### src/rtl/tick_pkg.sv
`default_nettype none
// ============================================================================
// Module      : tick_pkg
// Description : Shared widths, default parameters and helpers for the
//               tick_scheduler block.
// Revision    : 1.0 - initial release
// ============================================================================
package tick_pkg;

    localparam int FRAME_CNT_W      = 16;
    localparam int OVR_W            = 8;
    localparam int DIV_W            = 8;

    localparam int DEF_PAC_DIV      = 4;
    localparam int DEF_GHOST_DIV    = 5;
    localparam int DEF_WDOG_CYCLES  = 1_700_000;

    // Adds 0..2 overrun strobes and clamps at the all-ones value.
    function automatic logic [OVR_W-1:0] sat_add_ovr(
        input logic [OVR_W-1:0] a,
        input logic [1:0]       n
    );
        logic [OVR_W:0] w_sum;
        w_sum = {1'b0, a} + {{(OVR_W-1){1'b0}}, n};
        return w_sum[OVR_W] ? {OVR_W{1'b1}} : w_sum[OVR_W-1:0];
    endfunction

endpackage
`default_nettype wire

### src/rtl/step_channel.sv
`default_nettype none
// ============================================================================
// Module      : step_channel
// Description : Divides enabled frame ticks by DIV and raises a step request
//               held until acknowledged; flags steps lost to a busy request.
// Revision    : 1.0 - initial release
// ============================================================================
module step_channel
    import tick_pkg::*;
#(
    parameter int DIV = DEF_PAC_DIV
) (
    input  logic clk,
    input  logic reset,
    input  logic tick,
    input  logic enable,
    input  logic ack,
    output logic req,
    output logic overrun
);

    localparam logic [DIV_W-1:0] c_LAST = DIV_W'(DIV - 1);

    logic [DIV_W-1:0] r_cnt;
    logic             r_req;
    logic             w_fire;

    assign w_fire  = tick & enable & (r_cnt == c_LAST);
    // An ack in the firing cycle retires the old step, so only an unacked
    // pending request counts as lost.
    assign overrun = w_fire & r_req & ~ack;
    assign req     = r_req;

    always_ff @(posedge clk or posedge reset) begin
        if (reset) begin
            r_cnt <= '0;
            r_req <= 1'b0;
        end else begin
            if (tick && enable) begin
                r_cnt <= w_fire ? '0 : r_cnt + DIV_W'(1);
            end
            if (w_fire) begin
                r_req <= 1'b1;
            end else if (ack) begin
                r_req <= 1'b0;
            end
        end
    end

endmodule
`default_nettype wire

### src/rtl/tick_scheduler.sv
`default_nettype none
// ============================================================================
// Module      : tick_scheduler
// Description : Converts the slow game-tick toggle into frame ticks, derives
//               Pac-Man and ghost step requests, counts overruns and watches
//               for a stalled tick source.
// Revision    : 1.0 - initial release
// ============================================================================
module tick_scheduler
    import tick_pkg::*;
#(
    parameter int PAC_DIV     = DEF_PAC_DIV,
    parameter int GHOST_DIV   = DEF_GHOST_DIV,
    parameter int WDOG_CYCLES = DEF_WDOG_CYCLES
) (
    input  logic                   clk,
    input  logic                   reset,
    input  logic                   slow_in,
    input  logic                   enable,
    input  logic                   pac_ack,
    input  logic                   ghost_ack,
    output logic                   frame_tick,
    output logic [FRAME_CNT_W-1:0] frame_cnt,
    output logic                   pac_req,
    output logic                   ghost_req,
    output logic [OVR_W-1:0]       overrun_cnt,
    output logic                   tick_lost
);

    localparam int                c_WDOG_W    = $clog2(WDOG_CYCLES + 1);
    localparam logic [c_WDOG_W-1:0] c_WDOG_MAX  = c_WDOG_W'(WDOG_CYCLES);
    localparam logic [c_WDOG_W-1:0] c_WDOG_LAST = c_WDOG_W'(WDOG_CYCLES - 1);

    logic                   r_sync1;
    logic                   r_sync2;
    logic                   r_sync3;
    logic [2:0]             r_warm;
    logic                   r_frame_tick;
    logic [FRAME_CNT_W-1:0] r_frame_cnt;
    logic [OVR_W-1:0]       r_ovr_cnt;
    logic [c_WDOG_W-1:0]    r_wdog;
    logic                   r_tick_lost;
    logic                   w_rise;
    logic                   w_pac_ovr;
    logic                   w_ghost_ovr;
    logic [1:0]             w_ovr_sum;

    // The detector waits until sync3 holds a real sample, so a level that is
    // already high when reset releases is not mistaken for a rising edge.
    assign w_rise    = r_sync2 & ~r_sync3 & r_warm[2];
    assign w_ovr_sum = {1'b0, w_pac_ovr} + {1'b0, w_ghost_ovr};

    always_ff @(posedge clk or posedge reset) begin
        if (reset) begin
            r_sync1      <= 1'b0;
            r_sync2      <= 1'b0;
            r_sync3      <= 1'b0;
            r_warm       <= '0;
            r_frame_tick <= 1'b0;
            r_frame_cnt  <= '0;
            r_ovr_cnt    <= '0;
            r_wdog       <= '0;
            r_tick_lost  <= 1'b0;
        end else begin
            r_sync1      <= slow_in;
            r_sync2      <= r_sync1;
            r_sync3      <= r_sync2;
            r_warm       <= {r_warm[1:0], 1'b1};
            r_frame_tick <= w_rise;
            if (r_frame_tick) begin
                r_frame_cnt <= r_frame_cnt + FRAME_CNT_W'(1);
            end
            r_ovr_cnt <= sat_add_ovr(r_ovr_cnt, w_ovr_sum);
            if (r_frame_tick) begin
                r_wdog <= '0;
            end else if (r_wdog != c_WDOG_MAX) begin
                r_wdog <= r_wdog + c_WDOG_W'(1);
            end
            if (!r_frame_tick && (r_wdog == c_WDOG_LAST)) begin
                r_tick_lost <= 1'b1;
            end
        end
    end

    step_channel #(.DIV(PAC_DIV)) u_pac (
        .clk     (clk),
        .reset   (reset),
        .tick    (r_frame_tick),
        .enable  (enable),
        .ack     (pac_ack),
        .req     (pac_req),
        .overrun (w_pac_ovr)
    );

    step_channel #(.DIV(GHOST_DIV)) u_ghost (
        .clk     (clk),
        .reset   (reset),
        .tick    (r_frame_tick),
        .enable  (enable),
        .ack     (ghost_ack),
        .req     (ghost_req),
        .overrun (w_ghost_ovr)
    );

    assign frame_tick  = r_frame_tick;
    assign frame_cnt   = r_frame_cnt;
    assign overrun_cnt = r_ovr_cnt;
    assign tick_lost   = r_tick_lost;

endmodule
`default_nettype wire

### config.mk
export PLATFORM = sky130hd
export DESIGN_NAME = tick_scheduler
export DESIGN_NICKNAME = d
export VERILOG_FILES = /design/src/rtl/tick_pkg.sv /design/src/rtl/step_channel.sv /design/src/rtl/tick_scheduler.sv
export SDC_FILE = /design/constraint.sdc
export NUM_CORES = 1
export LEC_CHECK = 0
export CORE_MARGIN = 2
export CORE_UTILIZATION = 55
export DETAILED_ROUTE_END_ITERATION = 10
export GPL_TIMING_DRIVEN = 0
export PLACE_DENSITY = 0.78
export SYNTH_ARGS = -nofsm -noshare
export SYNTH_HDL_FRONTEND = slang
export SYNTH_SLANG_ARGS = --single-unit
export TNS_END_PERCENT = 30
### constraint.sdc
create_clock -name clk -period 3.3 [get_ports clk]
set_clock_uncertainty 0.1 [all_clocks]
set_input_delay 0.825 -clock clk [delete_from_list [all_inputs] [get_ports clk]]
set_output_delay 0.825 -clock clk [all_outputs]
set_load 0.01 [all_outputs]
==> reports/metrics.json, run 1 <==
{
  "run_status": "finished clean",
  "drtPass1Iterations": 4,
  "dominant_combinational_cell_family_by_area_after_synthesis": "simple AND/OR/NAND/NOR gates",
  "buffer_ports.inserted": 33,
  "timing.hold.worst.start": "r_warm[0]",
  "tritoncts_clock_tree": "built",
  "global_route_wire_length_before_repair_mm": 10.34,
  "timing.hold.worst_path_depth": 0,
  "nFillCells": 460,
  "ff2ff_setup_slack_ns": 0.19,
  "synth_compound_gate_area_share_pct": 5.298,
  "hp-class": "reg -> reg",
  "global_route.usage.total_pct": 21.05,
  "synth-edff-count": 0,
  "area_growth_syn_to_layout_pct": 19.42,
  "wire_length_per_cell_after_detailed_routing_um": 13.90,
  "grt_pass1_vias": 2322,
  "worst_hold_path.endpoint": "r_warm[1]",
  "timing.rr.start": "u_ghost.r_cnt[0]",
  "antenna_found_initial": 0,
  "slowest_delay_ns": 0.49,
  "ys.flop_type": "dfrtp_1",
  "synth.net_count": 323,
  "synthXorXnorAreaFrac_pct": 11.02,
  "combPwrFrac_pct": 15.4,
  "numClockSinks": 71,
  "p_clk_share_pct": 33.2,
  "share_seq_of_total_power_pct": 51.4,
  "rr_worst_depth": 11,
  "async_flop_share_pct": 100.0,
  "diodes": 0,
  "synth_simple_gate_area_share_pct": 22.46,
  "crit_end_element": "flop",
  "power.switching_mw": 0.5844,
  "worstPathArrival_ns": 3.29,
  "period_share_pct": 94.18,
  "die_height_um": 80.98,
  "achievable-frequency_mhz": 321.8,
  "start_util_pct": 56.05,
  "detailedPlacementHpwl_mm": 4.066,
  "floorplan.die_area_um2": 6558,
  "worst_slew_pin_slew_ns": 0.8476,
  "fin_total_pwr_mw": 2.073,
  "setup_slack_ns": 0.1921,
  "syn_area_um2": 3259,
  "cpMaxStageDelayCell": "or4b_1",
  "setup.worst_path.start_class": "flop",
  "cts.hold.buffers_added": 0,
  "clk_latency_ns": 0.35,
  "floorplan.core_area_um2": 5816,
  "r2r-end": "overrun_cnt[1]",
  "finalCriticalPeriod_ns": 3.108,
  "pre_cts_ws_ns": -0.1348,
  "clkSlewWorstSetupHoldPaths_ns": 0.07,
  "post_cts_setup_buffers": 0,
  "max_cap_violations": 0,
  "cts_htree_levels": 3,
  "post_cts_resized": 0,
  "route.detailed.drc": 0,
  "synth_seq_cells": 71,
  "critPathTopFamily": "simple AND/OR/NAND/NOR gates",
  "grt.overflow.total": 0,
  "totalWireLength_mm": 6.020,
  "final-hold-violation-count": 0,
  "power_report.internal_total_mw": 1.488,
  "vias_per_cell": 5.439,
  "swShare_pct": 28.19,
  "layout.nets": 367,
  "average_cell_area_after_synthesis_um2": 10.55,
  "path_cells": "inv_1 -> ha_1 -> or4b_1 -> nor4b_4 -> and2_1 -> nand3_1 -> fa_1 -> inv_1 -> ha_1 -> nand4_1 -> nand2b_1",
  "place_congestion": 0.7545,
  "p_per_area_nw_per_um2": 532.5,
  "ys_types": 40,
  "crit_fanout": 6,
  "setup_violations": 0,
  "netlist_instances": 309,
  "synth.area.mux_share_pct": 0.6910,
  "num_vias": 2355,
  "drt-initial-drc-count": 92,
  "synth-adder-area-share_pct": 3.301,
  "max-slew-margin-rel_pct": 43.49,
  "remaining_antenna_violation_count_after_routing": 0,
  "clock_tree.buffer_depth": 2,
  "cts_buffers": 9,
  "fp-row-count": 28,
  "maximum_number_of_pins_on_one_net_before_global_route_repair": 72,
  "yosys_warnings": 0,
  "max-vdd-ir-drop_mv": 0.4204,
  "crit_buf_inv": 2,
  "die-width_um": 80.98,
  "yosysSeqAreaShare_pct": 54.51,
  "post_route_cells_drive_above_1_share_pct": 6.983,
  "setup.worst_path.class": "reg -> reg",
  "num_io_pins": 34,
  "cts_root_buffer": "clkbuf_8",
  "timing.final.max_slew_violations": 0,
  "total_leakage_power_nw": 1.789,
  "timing.critical_path.required_ns": 3.48
}
## synthesized netlist by cell type, types with 7 or more instances
master    n  area, um^2
nand4_1  12       75.07
a21oi_1  10       50.05
o21ai_0   9       45.04
xnor2_1  24       210.2
nand3_1  21       105.1
nor2_1   22       82.58
nor3_1   13       65.06
inv_1    15       56.30
dfrtp_1  71        1777
xor2_1   17       148.9
ha_1      7       87.58
nand2_1  28       105.1
## registers in the layout, indices dropped and copies added (netlist names), 3 cells and up
name and cells:
u_ghost.r_cnt 8, u_pac.r_cnt 8, r_warm 3, overrun_cnt 8, r_wdog 21, frame_cnt 16
## placed cells by master (no fill, tap or decap), types with 7 or more instances in the layout
master           count
a21oi_1             10
clkbuf_1             8
clkbuf_8            10
clkdlybuf4s50_1     33
dfrtp_1             71
ha_1                 7
inv_1               14
nand2_1             28
nand3_1             21
nand4_1             12
nor2_1              22
nor3_1              13
o21ai_0              9
xnor2_1             24
xor2_1              17
## power by group through the flow
stage               Clock [mW]  Combinational (mW)  Sequential, mW
detailed placement           0               0.312            1.08
finish                   0.688               0.319            1.07
global route             0.742               0.365            1.08
global placement             0               0.297            1.07
floorplan                    0               0.192            1.07
CTS                      0.702               0.314            1.06
## how the worst max path moves through the flow
| stage | startpoint | endpoint | slack (ns) | depth (start not counted) |
|---|---|---|---|---|
| 6_report | u_ghost.r_cnt[0] | overrun_cnt[1] | 0.19 | 11 |
| 5_1_grt | u_ghost.r_cnt[1] | overrun_cnt[1] | -0.006 | 11 |
| 4_1_cts | u_ghost.r_cnt[0] | overrun_cnt[1] | 0.008 | 11 |
| 3_5_place_dp | enable | overrun_cnt[1] | -0.13 | 10 |
| 3_3_place_gp | reset | frame_cnt[6] | -0.61 | 2 |
| 2_1_floorplan | u_ghost.r_cnt[0] | overrun_cnt[4] | 0.43 | 12 |
## layer usage
layer  GRT usage [%]  up-vias  wire (um)  part of all wire, %
met1           25.81     1159       2811                   47
met4           9.831        0        130                  2.2
met2           33.97       30       2918                   48
met5               0        -          0                    0
met3           6.667       11        159                  2.6
li1                -     1155          -                    -
## final cells by class
cell class                      count  area [um^2]  share of cell area [%]
Clock buffer                       13        148.9                   3.825
Inverter                           15        58.81                   1.511
Timing Repair Buffer               33        330.3                   8.486
Buffer                              7        28.78                  0.7393
Tap cell                           75        93.84                   2.411
Clock inverter                      3        42.54                   1.093
Multi-Input combinational cell    216         1413                   36.29
Sequential cell                    71         1777                   45.64
## per-stage QoR
stage / setup TNS (ns) / area (um^2) / util [%] / instances / hold slack [ns]
global route: -0.005785 / 3892 / 66.93 / 433 / 0.2559
detailed placement: -0.5715 / 3686 / 63.38 / 417 / 0.2355
floorplan: 0 / 3259 / - / 309 / 0.2312
CTS: 0 / 3877 / 66.67 / 433 / 0.2514
global placement: -43.42 / 3684 / 63.34 / 417 / 0.2312
finish: 0 / 3892 / 66.93 / 433 / 0.2478
## cells by family (layout without fill, tap and decap cells)
group,count (synthesis),count (layout)
AO/OA/AOI/OAI,29,29
XOR/XNOR,41,41
adder cells (fa/ha/maj),8,8
buffers and inverters,22,71
flip-flops,71,71
multiplexers,2,2
other,1,1
AND/OR/NAND/NOR,135,135
## worst reg2reg max path: cells and delay by family (launching register included)
family / cells / cell delay (ns)
AND/OR/NAND/NOR: 6 / 1.58
flip-flops: 1 / 0.42
buffers and inverters: 2 / 0.15
adder cells (fa/ha/maj): 3 / 0.79
Note: power is estimated with default switching activity, not from simulation.
==> run 2, diff against run 1 <==
--- a/config.mk
+++ b/config.mk
@@ -5,11 +5,13 @@
 export SDC_FILE = /design/constraint.sdc
 export NUM_CORES = 1
 export LEC_CHECK = 0
+export CELL_PAD_IN_SITES_DETAIL_PLACEMENT = 1
+export CELL_PAD_IN_SITES_GLOBAL_PLACEMENT = 1
 export CORE_MARGIN = 2
-export CORE_UTILIZATION = 55
+export CORE_UTILIZATION = 44
 export DETAILED_ROUTE_END_ITERATION = 10
 export GPL_TIMING_DRIVEN = 0
-export PLACE_DENSITY = 0.78
+export PLACE_DENSITY_LB_ADDON = 0.1
 export SYNTH_ARGS = -nofsm -noshare
 export SYNTH_HDL_FRONTEND = slang
 export SYNTH_SLANG_ARGS = --single-unit
==> reports/metrics.json, run 2 (synthesis results as in run 1) <==
{
  "clkSlewWorstSetupHoldPaths_ns": 0.08,
  "period_share_pct": 92.83,
  "cpMaxStageDelayCell": "clkdlybuf4s50_1",
  "timing.hold.worst.start": "r_warm[1]",
  "postLayoutCoreUtil_pct": 54.58,
  "die_height_um": 90.07,
  "buffer_ports.inserted": 33,
  "grt_pass1_vias": 2547,
  "setup_violations": 0,
  "hp-class": "reg -> reg",
  "wire_length_per_cell_after_detailed_routing_um": 14.95,
  "layout.nets": 368,
  "floorplan.core_area_um2": 7214,
  "clock_tree.buffer_depth": 2,
  "total_area_of_sequential_cells_um2": 1777,
  "global_route.usage.total_pct": 18.25,
  "ff2ff_setup_slack_ns": 0.26,
  "grt.overflow.total": 0,
  "placed_area_um2": 3716,
  "route.detailed.drc": 0,
  "timing.rr.start": "u_ghost.r_cnt[0]",
  "global_route_wire_length_before_repair_mm": 12.05,
  "path_cells": "clkdlybuf4s50_1 -> and2_1 -> clkbuf_1 -> and2_1 -> nand3_1 -> fa_1 -> inv_1 -> ha_1 -> nand3_1 -> xor2_1 -> nand2_1",
  "fp-row-count": 31,
  "achievable-frequency_mhz": 326.4,
  "clk_latency_ns": 0.34,
  "largest_register_ffs": 21,
  "worstPathArrival_ns": 3.19,
  "cts_htree_levels": 3,
  "start_util_pct": 45.18,
  "maximum_number_of_pins_on_one_net_before_global_route_repair": 72,
  "vias_per_cell": 5.271,
  "mostFrequentLayoutCells": "dfrtp_1 (71), clkdlybuf4s50_1 (33), nand2_1 (28)",
  "totalWireLength_mm": 6.849,
  "area_growth_syn_to_layout_pct": 20.81,
  "drtPass1Iterations": 4,
  "floorplan.die_area_um2": 8112,
  "p_per_area_nw_per_um2": 531.8,
  "cts_buffers": 9,
  "r2r-end": "overrun_cnt[4]",
  "max-slew-margin-rel_pct": 42.24,
  "setup.worst_path.start_class": "input port",
  "worst_slew_pin_slew_ns": 0.8663,
  "max-vdd-ir-drop_mv": 0.3049,
  "timing.final.max_slew_violations": 0,
  "crit_fanout": 7,
  "cts_root_buffer": "clkbuf_8",
  "diodes": 0,
  "antenna_found_initial": 0,
  "post_route_cells_drive_above_1_share_pct": 7.799,
  "num_vias": 2414,
  "remaining_antenna_violation_count_after_routing": 0,
  "place_congestion": 0.7518,
  "tritoncts_clock_tree": "built",
  "drt-initial-drc-count": 78,
  "num_io_pins": 34,
  "finalCriticalPeriod_ns": 3.063,
  "die-width_um": 90.07,
  "worst_hold_path.endpoint": "r_warm[2]",
  "multi_input_comb_area_um2": 1413,
  "setup.worst_path.class": "in -> reg",
  "detailedPlacementHpwl_mm": 4.661,
  "final-hold-violation-count": 0,
  "rr_worst_depth": 12,
  "grt_setup_unrepaired": "false",
  "timing.critical_path.required_ns": 3.42,
  "slowest_delay_ns": 0.53,
  "nFillCells": 798,
  "run_status": "finished clean",
  "stdcell_area_um2": 3938,
  "registers.top_by_ff_count": "r_wdog",
  "total_leakage_power_nw": 1.802,
  "most_common_cell_after_layout_fill_and_taps_aside": "dfrtp_1",
  "crit_end_element": "flop",
  "max_cap_violations": 0,
  "numClockSinks": 71,
  "timing.hold.worst_path_depth": 0
}
==> run 2: cell count changes in the layout (fill, tap and decap cells not counted) <==
| cell | delta |
|---|---|
| clkinv_4 | +2 |
| clkinvlp_4 | -1 |
| clkbuf_1 | -2 |
| clkinv_2 | +1 |
| buf_4 | +1 |
==> run 2: area by class of cell <==
class                   instances  share of cell area [%]
plain buffers                   7                  0.7309
well taps                      99                   3.146
repair buffers                 34                   8.580
inverters                      15                   1.493
clock inverters                 5                   1.462
clock buffers                  11                   3.591
multi-input cells             216                   35.88
flip-flops and latches         71                   45.12
==> run 2: critical path: cells and delay by family <==
kind | cells | cell delay [ns]
xor+xnor | 1 | 0.15
fa+ha+maj | 2 | 0.66
buf+inv | 3 | 0.86
simple gates | 5 | 0.68
==> run 2: power breakdown <==
part	switching [mW]	total, mW	internal [mW]
Clock	0.331	0.702	0.370
Sequential	0.108	1.06	0.956
Combinational	0.164	0.328	0.164
==> run 2: worst max path at each step <==
stage	startpoint	end	slack, ns
2_1_floorplan	u_ghost.r_cnt[0]	overrun_cnt[4]	0.43
3_3_place_gp	reset	overrun_cnt[7]	-0.70
3_5_place_dp	enable	overrun_cnt[1]	-0.22
4_1_cts	u_ghost.r_cnt[0]	overrun_cnt[1]	0.08
5_1_grt	u_ghost.r_cnt[0]	overrun_cnt[4]	0.006
6_report	enable	overrun_cnt[4]	0.24
==> run 2: per-stage QoR <==
stage | setup TNS [ns] | total power [mW] | std cells | worst slack, ns | hold slack [ns]
2_1_floorplan | 0 | 1.257 | 309 | 0.4326 | 0.2312
3_3_place_gp | -50.20 | 1.376 | 441 | -0.6981 | 0.2315
3_5_place_dp | -1.300 | 1.399 | 441 | -0.2185 | 0.2362
4_1_cts | 0 | 2.115 | 457 | 0.07786 | 0.2543
5_1_grt | 0 | 2.207 | 458 | 0.006075 | 0.2640
6_report | 0 | 2.094 | 458 | 0.2365 | 0.2521
==> run 2: routing by layer <==
| layer | share of wire, % | track usage, % | up-vias |
|---|---|---|---|
| li1 | - | - | 1149 |
| met1 | 47 | 24.31 | 1227 |
| met2 | 49 | 29.82 | 30 |
| met3 | 2.5 | 3.353 | 8 |
| met4 | 1.4 | 6.923 | 0 |
| met5 | 0 | 0 | - |
==> run 2: what timing repair did <==
action	CTS	global route
hold buffers	0	0
pin swaps	0	1
setup endpoints to repair	6	6
gates resized for setup	1	1
buffers inserted	0	1
